===== src/rtl/serial_word_deserializer_if.sv =====
// ---------------------------------------------------------------------------
// serial_word_deserializer_if
//   Bundles the bit-stream inputs and word outputs of serial_word_deserializer.
//   master : the side that feeds bits and consumes words (upstream/test side)
//   slave  : the deserializer itself
// Signals:
//   start   frame-start request
//   en      shift enable (qualifies ser_in)
//   ser_in  serial data bit, MSB first
//   par_out last completed word
//   valid   one-cycle strobe when par_out updates
//   busy    high while a frame is being shifted in
//   par_err parity error flag for the word on par_out
// ---------------------------------------------------------------------------
interface serial_word_deserializer_if #(
    parameter int WIDTH = 8
);
    logic             start;
    logic             en;
    logic             ser_in;
    logic [WIDTH-1:0] par_out;
    logic             valid;
    logic             busy;
    logic             par_err;

    modport master (
        output start, en, ser_in,
        input  par_out, valid, busy, par_err
    );

    modport slave (
        input  start, en, ser_in,
        output par_out, valid, busy, par_err
    );
endinterface


===== src/rtl/serial_word_deserializer.sv =====
// ---------------------------------------------------------------------------
// serial_word_deserializer
//   Serial-in / parallel-out stage. Assembles an MSB-first bit stream into
//   WIDTH-bit words and presents each completed word with a one-cycle valid.
//   Bits are taken only on edges with en=1, so gapped streams are allowed.
//
// Ports:
//   i_clk   rising-edge clock
//   i_clr   asynchronous active-high clear of all state
//   if_bus  serial_word_deserializer_if.slave (start/en/ser_in in,
//           par_out/valid/busy/par_err out)
//
// Optional feature macro: DESER_PARITY_CHECK_EN
//   Defined  : one extra (even) parity bit follows the data bits; par_err
//              reports (^data) ^ parity for the completed word.
//   Undefined: frame is exactly WIDTH bits and par_err is constant 0.
// ---------------------------------------------------------------------------
module serial_word_deserializer #(
    parameter int WIDTH = 8
) (
    input  logic                         i_clk,
    input  logic                         i_clr,
    serial_word_deserializer_if.slave    if_bus
);

    localparam int CW = $clog2(WIDTH) + 1;
    localparam logic [CW-1:0] LAST_BIT = CW'(WIDTH - 1);

`ifdef DESER_PARITY_CHECK_EN
    typedef enum logic [1:0] {
        S_IDLE   = 2'd0,
        S_SHIFT  = 2'd1,
        S_PARITY = 2'd2,
        S_DONE   = 2'd3
    } state_t;
    // Whole data word must be held while waiting for the parity bit.
    localparam int SRW = WIDTH;
`else
    typedef enum logic [1:0] {
        S_IDLE  = 2'd0,
        S_SHIFT = 2'd1,
        S_DONE  = 2'd3
    } state_t;
    // The last data bit goes straight into par_out, so only WIDTH-1 bits
    // ever need to be stored.
    localparam int SRW = WIDTH - 1;
`endif

    state_t           r_state, w_state_next;
    logic [SRW-1:0]   r_sr, w_sr_next;
    logic [CW-1:0]    r_cnt, w_cnt_next;
    logic [WIDTH-1:0] r_par_out, w_par_out_next;
    logic             r_valid, w_valid_next;
    logic             r_busy, w_busy_next;
    logic [WIDTH-1:0] w_shift;

`ifdef DESER_PARITY_CHECK_EN
    logic             r_par_err, w_par_err_next;
    assign w_shift = {r_sr[WIDTH-2:0], if_bus.ser_in};
`else
    assign w_shift = {r_sr, if_bus.ser_in};
`endif

    always_ff @(posedge i_clk or posedge i_clr) begin
        if (i_clr) begin
            r_state   <= S_IDLE;
            r_sr      <= '0;
            r_cnt     <= '0;
            r_par_out <= '0;
            r_valid   <= 1'b0;
            r_busy    <= 1'b0;
        end else begin
            r_state   <= w_state_next;
            r_sr      <= w_sr_next;
            r_cnt     <= w_cnt_next;
            r_par_out <= w_par_out_next;
            r_valid   <= w_valid_next;
            r_busy    <= w_busy_next;
        end
    end

`ifdef DESER_PARITY_CHECK_EN
    always_ff @(posedge i_clk or posedge i_clr) begin
        if (i_clr) begin
            r_par_err <= 1'b0;
        end else begin
            r_par_err <= w_par_err_next;
        end
    end
`endif

    always_comb begin
        w_state_next   = r_state;
        w_sr_next      = r_sr;
        w_cnt_next     = r_cnt;
        w_par_out_next = r_par_out;
`ifdef DESER_PARITY_CHECK_EN
        w_par_err_next = r_par_err;
`endif
        case (r_state)
            S_IDLE: begin
                if (if_bus.start) begin
                    w_state_next = S_SHIFT;
                    w_cnt_next   = '0;
                end
            end
            S_SHIFT: begin
                if (if_bus.en) begin
                    w_cnt_next = r_cnt + CW'(1);
`ifdef DESER_PARITY_CHECK_EN
                    w_sr_next  = w_shift;
                    if (r_cnt == LAST_BIT) begin
                        w_state_next = S_PARITY;
                    end
`else
                    w_sr_next  = w_shift[SRW-1:0];
                    if (r_cnt == LAST_BIT) begin
                        w_par_out_next = w_shift;
                        w_state_next   = S_DONE;
                    end
`endif
                end
            end
`ifdef DESER_PARITY_CHECK_EN
            S_PARITY: begin
                if (if_bus.en) begin
                    w_par_out_next = r_sr;
                    // Even parity: a correct parity bit makes the XOR zero.
                    w_par_err_next = (^r_sr) ^ if_bus.ser_in;
                    w_state_next   = S_DONE;
                end
            end
`endif
            S_DONE: begin
                // START here chains the next frame without an IDLE gap.
                if (if_bus.start) begin
                    w_state_next = S_SHIFT;
                    w_cnt_next   = '0;
                end else begin
                    w_state_next = S_IDLE;
                end
            end
            default: begin
                w_state_next = S_IDLE;
            end
        endcase

        // DONE never lasts more than one cycle, so entering it is the strobe.
        w_valid_next = (w_state_next == S_DONE);
`ifdef DESER_PARITY_CHECK_EN
        w_busy_next  = (w_state_next == S_SHIFT) || (w_state_next == S_PARITY);
`else
        w_busy_next  = (w_state_next == S_SHIFT);
`endif
    end

    assign if_bus.par_out = r_par_out;
    assign if_bus.valid   = r_valid;
    assign if_bus.busy    = r_busy;
`ifdef DESER_PARITY_CHECK_EN
    assign if_bus.par_err = r_par_err;
`else
    assign if_bus.par_err = 1'b0;
`endif

endmodule

===== src/flat_wrapper.sv =====
// flat-port wrapper written by rule: the top's interface ports become plain ports
module serial_word_deserializer_flat 
#(
    parameter int WIDTH = 8
)
  (i_clk, i_clr, if_bus_start, if_bus_en, if_bus_ser_in, if_bus_par_out, if_bus_valid, if_bus_busy, if_bus_par_err);
  serial_word_deserializer_if #(.WIDTH(WIDTH)) if_bus_i ();
  input  logic i_clk;
  input  logic i_clr;
  input wire logic [$bits(if_bus_i.start)-1:0] if_bus_start;
  input wire logic [$bits(if_bus_i.en)-1:0] if_bus_en;
  input wire logic [$bits(if_bus_i.ser_in)-1:0] if_bus_ser_in;
  output wire logic [$bits(if_bus_i.par_out)-1:0] if_bus_par_out;
  output wire logic [$bits(if_bus_i.valid)-1:0] if_bus_valid;
  output wire logic [$bits(if_bus_i.busy)-1:0] if_bus_busy;
  output wire logic [$bits(if_bus_i.par_err)-1:0] if_bus_par_err;
  assign if_bus_i.start = if_bus_start;
  assign if_bus_i.en = if_bus_en;
  assign if_bus_i.ser_in = if_bus_ser_in;
  assign if_bus_par_out = if_bus_i.par_out;
  assign if_bus_valid = if_bus_i.valid;
  assign if_bus_busy = if_bus_i.busy;
  assign if_bus_par_err = if_bus_i.par_err;
  serial_word_deserializer #(.WIDTH(WIDTH)) u_core (.i_clk(i_clk), .i_clr(i_clr), .if_bus(if_bus_i));
endmodule

===== config.mk =====
export PLATFORM = sky130hd
export DESIGN_NAME = serial_word_deserializer_flat
export DESIGN_NICKNAME = d
export VERILOG_FILES = /design/src/rtl/serial_word_deserializer_if.sv /design/src/rtl/serial_word_deserializer.sv /design/src/flat_wrapper.sv
export SDC_FILE = /design/constraint.sdc
export NUM_CORES = 1
export LEC_CHECK = 0
export ABC_AREA = 0
export BUFFER_PORTS_ARGS = -buffer_cell sky130_fd_sc_hd__buf_2
export CAP_MARGIN = 20
export CORE_ASPECT_RATIO = 1.4
export CORE_UTILIZATION = 25
export DETAILED_ROUTE_END_ITERATION = 7
export PLACE_DENSITY = 0.48
export SLEW_MARGIN = 25
export SYNTH_ARGS = -nofsm -noshare
export SYNTH_HDL_FRONTEND = slang
export SYNTH_SLANG_ARGS = --single-unit
export TNS_END_PERCENT = 10

===== constraint.sdc =====
create_clock -name i_clk -period 4.5 [get_ports i_clk]
set_input_delay 0 -clock i_clk [delete_from_list [all_inputs] [get_ports i_clk]]
set_output_delay 0 -clock i_clk [all_outputs]
set_load 0.005 [all_outputs]

Yosys cells after proc, flatten, opt, wreduce, memory -nomap -nowiden
Cells that the tools add are included.
Operators by class
  $add $sub $neg: 1
  equal/unequal tests: 7
  multiplexer cells: 8
  reduce and logical (&&, ||, !) cells: 6
Operator list (number)
  $mux W4: 2
  $pmux W4 S2: 1
  $mux W2: 3
  $pmux W2 S3: 1
  $reduce_and A3 Y1: 2
  $add A4 B1 Y4 const B: 1
  $eq A2 B1 Y1 const B: 2
  $eq A2 B2 Y1 const B: 2
  $eq A4 B3 Y1 const B: 1
  $logic_not A2 Y1: 1
  $ne A2 B1 Y1 const B: 1
  $ne A2 B2 Y1 const B: 1
  $reduce_and A2 Y1: 1
  $reduce_bool A2 Y1: 1
  $reduce_or A2 Y1: 1
  $mux W1: 1
Word-level totals
  register bits: 23
  input port bits: 5
  output and inout port bits: 11
  logic and storage cells: 28

Logic depth before layout (Yosys ltp)
Gate-level depths: netlist of the first run.
  word-level depth: 5
  mapped depth: 6
  mapped depth without buffers: 5

Worst setup path after synthesis of the first run
OpenSTA, ideal clock, no wires.
  path type: reg2reg
  from: register u_core.r_state[1]
  to: register u_core.r_par_out[1], in the netlist u_core.if_bus.par_out[1]
  library setup time: 0.125 ns
  arrival time: 1.588 ns
  required time: 4.375 ns
  slack: 2.787 ns
  stages on the path, launching flop included: 7
  path buffers: 1
  clock period less this slack: 1.713 ns
  cell sequence: dfrtp_1 inv_1 ha_1 nand2_4 or3_1 buf_6 mux2_4
On the way
  cells in the longest elaborated chain, start to end: 2
RTL lines
  from (decl): RTL line serial_word_deserializer.sv:49  | state_t r_state, w_state_next;
  from (signal assigned): RTL line serial_word_deserializer.sv:73  | r_state <= w_state_next;
  $eq A2 B1 Y1: RTL line serial_word_deserializer.sv:100  | case (r_state)
  $reduce_and A3 Y1 (no line)
  to (signal assigned): RTL line serial_word_deserializer.sv:76  | r_par_out <= w_par_out_next;
  to (decl): RTL line serial_word_deserializer.sv:52  | logic [WIDTH-1:0] r_par_out, w_par_out_next;
Every way passes these cells.
A chain may end at the register's enable or synchronous reset.

Final worst setup path of the first run
Same ends and word-level chain as after synthesis.

==> key figures, run 1 <==
Route
  • Highest metal used: met4
  • DRC Markers: 0
  • Via Count: 659
  • DRT iter0 DRCs: 6
  • First-pass detailed-route iteration total: 4
  • Routed wire per std cell: 12.5 um
  • Metal-1 WL: 777 um
  • Antenna-violating nets left: 0
  • Metal2 WL: 968 um
  • Drt total wl: 1.82 mm
  • WL met3: 66 um
  • Vias per std cell: 4.51

GRT
  • Largest net degree at the start of global routing: 24
  • Gr usage total: 9.06%
  • Vias in the first global route: 699
  • First-pass GRT wire length: 3.18 mm
  • Initial antenna violation count: 0
  • Congestion Overflow GR: 0

Worst hold path
  • Min-Delay Path Class: in2reg
  • Hold Startpoint: if_bus_en

Synth
  • Top post-synthesis cells by area: dfrtp_1 53%, mux2_4 9.7%, mux2_2 8.3%, ha_1 6.9%, inv_1 1.7%
  • Post-Syn Area: 1090 um2
  • Commonest cells in the netlist: 23 x dfrtp_1, 8 x mux2_2, 7 x mux2_4
  • Mean area per synthesized cell: 12.9 um2
  • Post-synthesis cell count: 84
  • Distinct cells, synth: 28
  • Synth Flop Type: dfrtp_1
  • Total nets after synthesis: 95
  • Post-synth ARST share: 100%
  • Largest area contributor in the netlist: dfrtp_1
  • Most frequent cell after synthesis: dfrtp_1
  • Register area share after synthesis: 53.0%
  • Top cell type's share of synthesized area: 53.0%
  • EDFF count, synth: 0
  • Post-synthesis register bit count: 23
  • Yosys warning total: 0

Floorplan
  • IO Pins: 16
  • Row count: 28
  • Die X: 57.7 um
  • Initial Util: 25.8%
  • Die Y: 80.0 um
  • DIE AREA: 4620 um2
  • Core ar.: 4200 um2

Job
  • Max-Cap Viols: 0

STA
  • Clock skew: 0.00328 ns
  • Setup-failing EPs final: 0
  • Worst slew pin tran: 0.876 ns
  • Fmax: 0.508 GHz
  • Total negative setup slack: 0 ns
  • Fin. max-slew vios: 0
  • Minimum clock period: 1.97 ns
  • Fin. Hold Viols: 0
  • Fin Hold WS: 0.166 ns
  • RSZ-0062 raised after global routing: false
  • Rel. slew slack: 41.5%
  • Final Cycle Share: 43.7%

Worst setup path
  • Critical Path Source: u_core.r_state[1]
  • CP Launch Type: register
  • CP max FO: 9
  • WP data required: 4.65 ns
  • Critical path arrival: 2.12 ns
  • Reg2reg start: u_core.r_state[1]
  • Crit Path Category: reg2reg
  • Crit end category: register

Clock tree
  • Setup Buffers After CTS: 0
  • Root buf cell: clkbuf_8
  • Bufs on Longest Clock Path: 2
  • H-tree level count: 1
  • CTS Buf Count: 3
  • Cts repair resizes: 0
  • Clock tree sinks: 23
  • Worst-Skew Late Latency: 0.26 ns
  • CTS tree: done
  • Clk slew on worst S/H paths: 0.08 ns

Run status
  • Status: finished clean

Pwr
  • Pwr dens: 573 nW/um2
  • Peak VDD IR: 0.212 mV
  • Leak: 0.623 nW

Place
  • IO Port Bufs: 14
  • Final HPWL DP: 1.39 mm
  • Placer Congestion: 0.705

Finish
  • Fillers: 447
  • Layout Nets: 113
  • Share of layout cells above drive strength 1: 34.7%
  • # diodes: 0
  • Area grow syn2layout: 15.7%
worst max-delay path: stages, from the launching register on:
cell and delay [ns]:
dfrtp_1 0.42, inv_1 0.11, ha_1 0.24, nand2_4 0.11, or3_1 0.59, mux2_4 0.38
what timing repair did:
item	4_1_cts	5_1_grt
endpoints found under the hold margin	25	0
endpoints found under the setup margin	0	0
hold buffers	2	0
worst paths after layout:
kind | cells after the start | end | slack, ns
min | 3 | u_core.r_sr[2] | 0.17
max reg2reg | 5 | u_core.if_bus.par_out[1] | 2.53
max | 5 | u_core.if_bus.par_out[1] | 2.53
min in group asynchronous | 3 | u_core.r_cnt[1] | 0.46
min reg2reg | 1 | u_core.if_bus.par_out[0] | 0.50
max in group asynchronous | 3 | u_core.r_sr[1] | 3.50
logic make-up (layout without fill, tap and decap cells):
kind of cell | count (synthesis) | after routing | share of synthesized area, %
adders and majority gates | 6 | 6 | 6.91
and+or+nand+nor | 20 | 20 | 10.8
other | 1 | 1 | 0.345
buffers and inverters | 8 | 25 | 3.80
AOI/OAI and AO/OA | 10 | 10 | 6.22
DFF | 23 | 23 | 53.0
muxes | 16 | 16 | 18.9
where the power goes:
| part | internal [W] | switching (W) | total (W) | leakage [nW] |
|---|---|---|---|---|
| combinational | 0.000143 | 0.000106 | 0.000249 | 0.312 |
| clock | 0.0000617 | 0.0000656 | 0.000127 | 0.0255 |
| sequential | 0.000288 | 0.0000557 | 0.000344 | 0.286 |
| total | 0.000493 | 0.000227 | 0.000720 | 0.623 |
stage by stage:
stage	cell area (um2)	util (%)	instances	total power (W)	setup slack (ns)
after floorplan	1090	-	84	0.000528	2.79
after global placement	1190	28.3	140	0.000594	2.60
after detailed placement	1190	28.3	140	0.000602	2.52
after CTS	1260	29.9	146	0.000733	2.50
after global routing	1260	29.9	146	0.000781	2.37
final	1260	29.9	146	0.000720	2.53
placed cells by master, fill, tap and decap left out, types with 2 or more instances in the layout:
master / n
ha_1: 6
nand3_1: 3
o21ai_0: 3
dlygate4sd3_1: 2
nor2_1: 3
a21oi_1: 2
dfrtp_1: 23
buf_2: 14
nor3_1: 2
mux2_4: 7
nor2b_1: 3
nand2b_1: 2
clkbuf_8: 3
mux2_2: 8
or3_1: 2
inv_1: 5
flip-flops by register name, summed over array words and instances (netlist names):
name,cells
u_core.if_bus.busy,1
u_core.r_cnt,4
u_core.if_bus.par_out,8
u_core.r_sr,7
u_core.r_state,2
u_core.if_bus.valid,1
area by class of cell:
| class | instances | area [um2] | area share [%] |
|---|---|---|---|
| Tap cell | 45 | 56.3 | 4.48 |
| Clock inverter | 1 | 5.00 | 0.398 |
| Multi-Input combinational cell | 53 | 469 | 37.4 |
| Timing Repair Buffer | 16 | 90.1 | 7.17 |
| Clock buffer | 3 | 41.3 | 3.29 |
| Inverter | 5 | 18.8 | 1.49 |
| Sequential cell | 23 | 576 | 45.8 |
layer usage:
layer / GRT usage, % / vias to the layer above
met5: 0 / -
met4: 4.29 / 0
met3: 2.27 / 2
met2: 15.7 / 9
met1: 10.3 / 323
li1: - / 325
Power figures use the tool's default switching activity.
==> inputs of run 2 (changes only) <==
ABC_AREA = 1   (was 0)
clock period = 2 ns   (was 4.5 ns; I/O delays follow)
==> run 2 against run 1 <==
- via count up 14%
- sequential power up 120%
- utilization up 1.1 points
- first-iteration DRC count rose to 3.0 times the previous value
- power up 130%
- clock-buffer cell count unchanged
- sequential share of layout area up 0.41 points
- combinational power up 140%
- hold slack worse by 0.040 ns
- critical path depth up 1
- register-to-register slack worse by 2.0 ns
- die area down 0.67%
- critical path type unchanged
==> key figures, run 2 <==
Run status
  • Status: finished clean

Route
  • Metal-1 WL: 745 um (-4.1%)
  • Vias per std cell: 4.29 (-4.9%)
  • Metal2 WL: 899 um (-7.1%)
  • First-pass detailed-route iteration total: 3 (-1)
  • Drt total wl: 1.75 mm (-4.3%)
  • Antenna-violating nets left: 0 (unchanged)
  • Routed wire per std cell: 9.97 um (-20%)
  • WL met3: 63 um (-4.5%)
  • Highest metal used: met4
  • DRT iter0 DRCs: 18 (+12)
  • DRC Markers: 0 (unchanged)
  • Via Count: 751 (+14%)

Clock tree
  • Worst-Skew Late Latency: 0.26 ns (about the same)
  • Root buf cell: clkbuf_8
  • Setup Buffers After CTS: 0 (unchanged)
  • CTS tree: done
  • H-tree level count: 1 (unchanged)
  • Cts repair resizes: 0 (unchanged)
  • Clock tree sinks: 23 (unchanged)
  • Clk slew on worst S/H paths: 0.07 ns (about the same)
  • Bufs on Longest Clock Path: 2 (unchanged)
  • CTS Buf Count: 3 (unchanged)
  • Cts hold-fix bufs: 2 (unchanged)

Floorplan
  • IO Pins: 16 (unchanged)
  • Row count: 27 (-3.6%)
  • Core ar.: 4020 um2 (-4.4%)
  • Initial Util: 26.8% (+1.0 points)
  • Die X: 57.5 um (-0.34%)
  • DIE AREA: 4580 um2 (-0.67%)
  • Die Y: 79.7 um (-0.34%)

STA
  • Fin. max-slew vios: 0 (unchanged)
  • Setup-failing EPs final: 0 (unchanged)
  • Fin. Hold Viols: 0 (unchanged)
  • Final Cycle Share: 73.9% (+30 points)
  • Rel. slew slack: 42.7% (+1.2 points)
  • Fmax: 0.677 GHz (+33%)
  • Minimum clock period: 1.48 ns (-0.490 ns)
  • Fin Hold WS: 0.126 ns (-0.0399 ns)
  • RSZ-0062 raised after global routing: false
  • Total negative setup slack: 0 ns (unchanged)
  • Worst slew pin tran: 0.858 ns (-0.0181 ns)
  • Clock skew: 0.00604 ns (+0.00277 ns)

Worst setup path
  • Critical path arrival: 1.67 ns (-0.45 ns)
  • CP Launch Type: register
  • Crit Path Category: reg2reg
  • CP max FO: 17 (+8)
  • Crit end category: register
  • WP data required: 2.19 ns (-2.46 ns)

GRT
  • First-pass GRT wire length: 3.18 mm (unchanged)
  • Congestion Overflow GR: 0 (unchanged)
  • Largest net degree at the start of global routing: 24 (unchanged)
  • Initial antenna violation count: 0 (unchanged)
  • Gr usage total: 9.02% (-0.046 points)
  • Vias in the first global route: 741 (+6.0%)

Synth
  • Yosys warning total: 0 (unchanged)
  • Distinct cells, synth: 17 (-39%)
  • Top post-synthesis cells by area: dfrtp_1 53%, nand2_1 9.0%, o21ai_2 7.3%, ha_1 7.0%, inv_1 6.3%
  • Post-synthesis cell count: 115 (+37%)
  • Post-synthesis register bit count: 23 (unchanged)
  • Register area share after synthesis: 53.4% (+0.37 points)
  • Largest area contributor in the netlist: dfrtp_1
  • Commonest cells in the netlist: 26 x nand2_1, 23 x dfrtp_1, 18 x inv_1
  • Top cell type's share of synthesized area: 53.4% (+0.37 points)
  • Mean area per synthesized cell: 9.38 um2 (-27%)
  • Synth Flop Type: dfrtp_1
  • Post-synth ARST share: 100% (unchanged)
  • Most frequent cell after synthesis: nand2_1
  • EDFF count, synth: 0 (unchanged)
  • Total nets after synthesis: 126 (+33%)
  • Post-Syn Area: 1080 um2 (-0.69%)

Finish
  • # diodes: 0 (unchanged)
  • Share of layout cells above drive strength 1: 24.2% (-10 points)
  • Max reg flops: 8 (unchanged)
  • Layout Nets: 144 (+27%)
  • Post-Layout Cell Count: 175 (+20%)
  • Area grow syn2layout: 15.4%
  • Commonest non-fill, non-tap cell in the layout: nand2_1
  • Storage cell area: 576 um2 (unchanged)
  • Fillers: 436 (-2.5%)
  • Area of the multi-input gates: 408 um2 (-13%)
  • Most frequent cells in the layout: 26 x nand2_1, 23 x dfrtp_1, 18 x inv_1

Pwr
  • Pwr dens: 1320 nW/um2 (+130%)
  • Leak: 0.641 nW (+2.9%)
  • Peak VDD IR: 0.645 mV (+200%)
  • Power Total: 0.00165 W (+130%)

Worst hold path
  • Min-Delay Path Class: in2reg

Place
  • IO Port Bufs: 14 (unchanged)
  • Placer Congestion: 0.700 (-0.62%)
  • Post-Place Cells: 169 (+21%)
  • Final HPWL DP: 1.33 mm (-4.4%)

Job
  • Max-Cap Viols: 0 (unchanged)
[run 2: cells by family (layout without fill, tap and decap cells)]
| group | count (synthesis) | count (layout) | synth area share, % |
|---|---|---|---|
| AO/OA/AOI/OAI | 23 | 23 | 13.8 |
| adder cells (fa/ha/maj) | 6 | 6 | 6.96 |
| buffers and inverters | 22 | 39 | 8.82 |
| flip-flops | 23 | 23 | 53.4 |
| other | 1 | 1 | 0.348 |
| AND/OR/NAND/NOR | 40 | 40 | 16.7 |
[run 2: final timing paths]
check                                      endpoint  depth (start not counted)  slack, ns                      from
max                             u_core.if_bus.valid                          6       0.52         u_core.r_state[1]
min                               u_core.r_state[0]                          5       0.13              if_bus_start
max reg2reg                     u_core.if_bus.valid                          6       0.52         u_core.r_state[1]
min reg2reg                u_core.if_bus.par_out[3]                          2       0.48  u_core.if_bus.par_out[3]
max in group asynchronous       u_core.if_bus.valid                          3       1.01                     i_clr
min in group asynchronous           u_core.r_cnt[0]                          3       0.45                     i_clr
[run 2: where the power goes]
group | internal [W] | switching (W) | leakage, nW
registers | 0.000646 | 0.000116 | 0.298
logic | 0.000241 | 0.000361 | 0.318
clock network | 0.000139 | 0.000143 | 0.0255
total | 0.00103 | 0.000621 | 0.641
[run 2: cell type report]
type,count,area share (%)
clock buffers,3,3.32
flip-flops and latches,23,46.2
clock inverters,1,0.402
multi-input cells,70,32.8
repair buffers,16,7.24
inverters,19,5.73
well taps,43,4.32
[run 2: metrics by stage]
stage / setup WS, ns / util (%) / cell area (um2)
detailed placement: 0.518 / 29.3 / 1180
floorplan: 0.728 / - / 1080
CTS: 0.495 / 31.0 / 1240
finish: 0.523 / 31.0 / 1240
global route: 0.379 / 31.0 / 1240
global placement: 0.571 / 29.3 / 1180
[run 2: per-layer routing]
metal | vias up | GRT usage (%)
met1 | 347 | 9.84
met4 | 0 | 5.12
met2 | 11 | 15.8
met3 | 5 | 1.94
met5 | - | 0
li1 | 388 | -
[run 2: worst max-delay path, cell delays in order, from the launching register on]
cell and delay [ns]:
dfrtp_1 0.42, inv_1 0.11, ha_1 0.24, nand4_4 0.31
nand2_1 0.18, inv_1 0.06, nor2_1 0.09
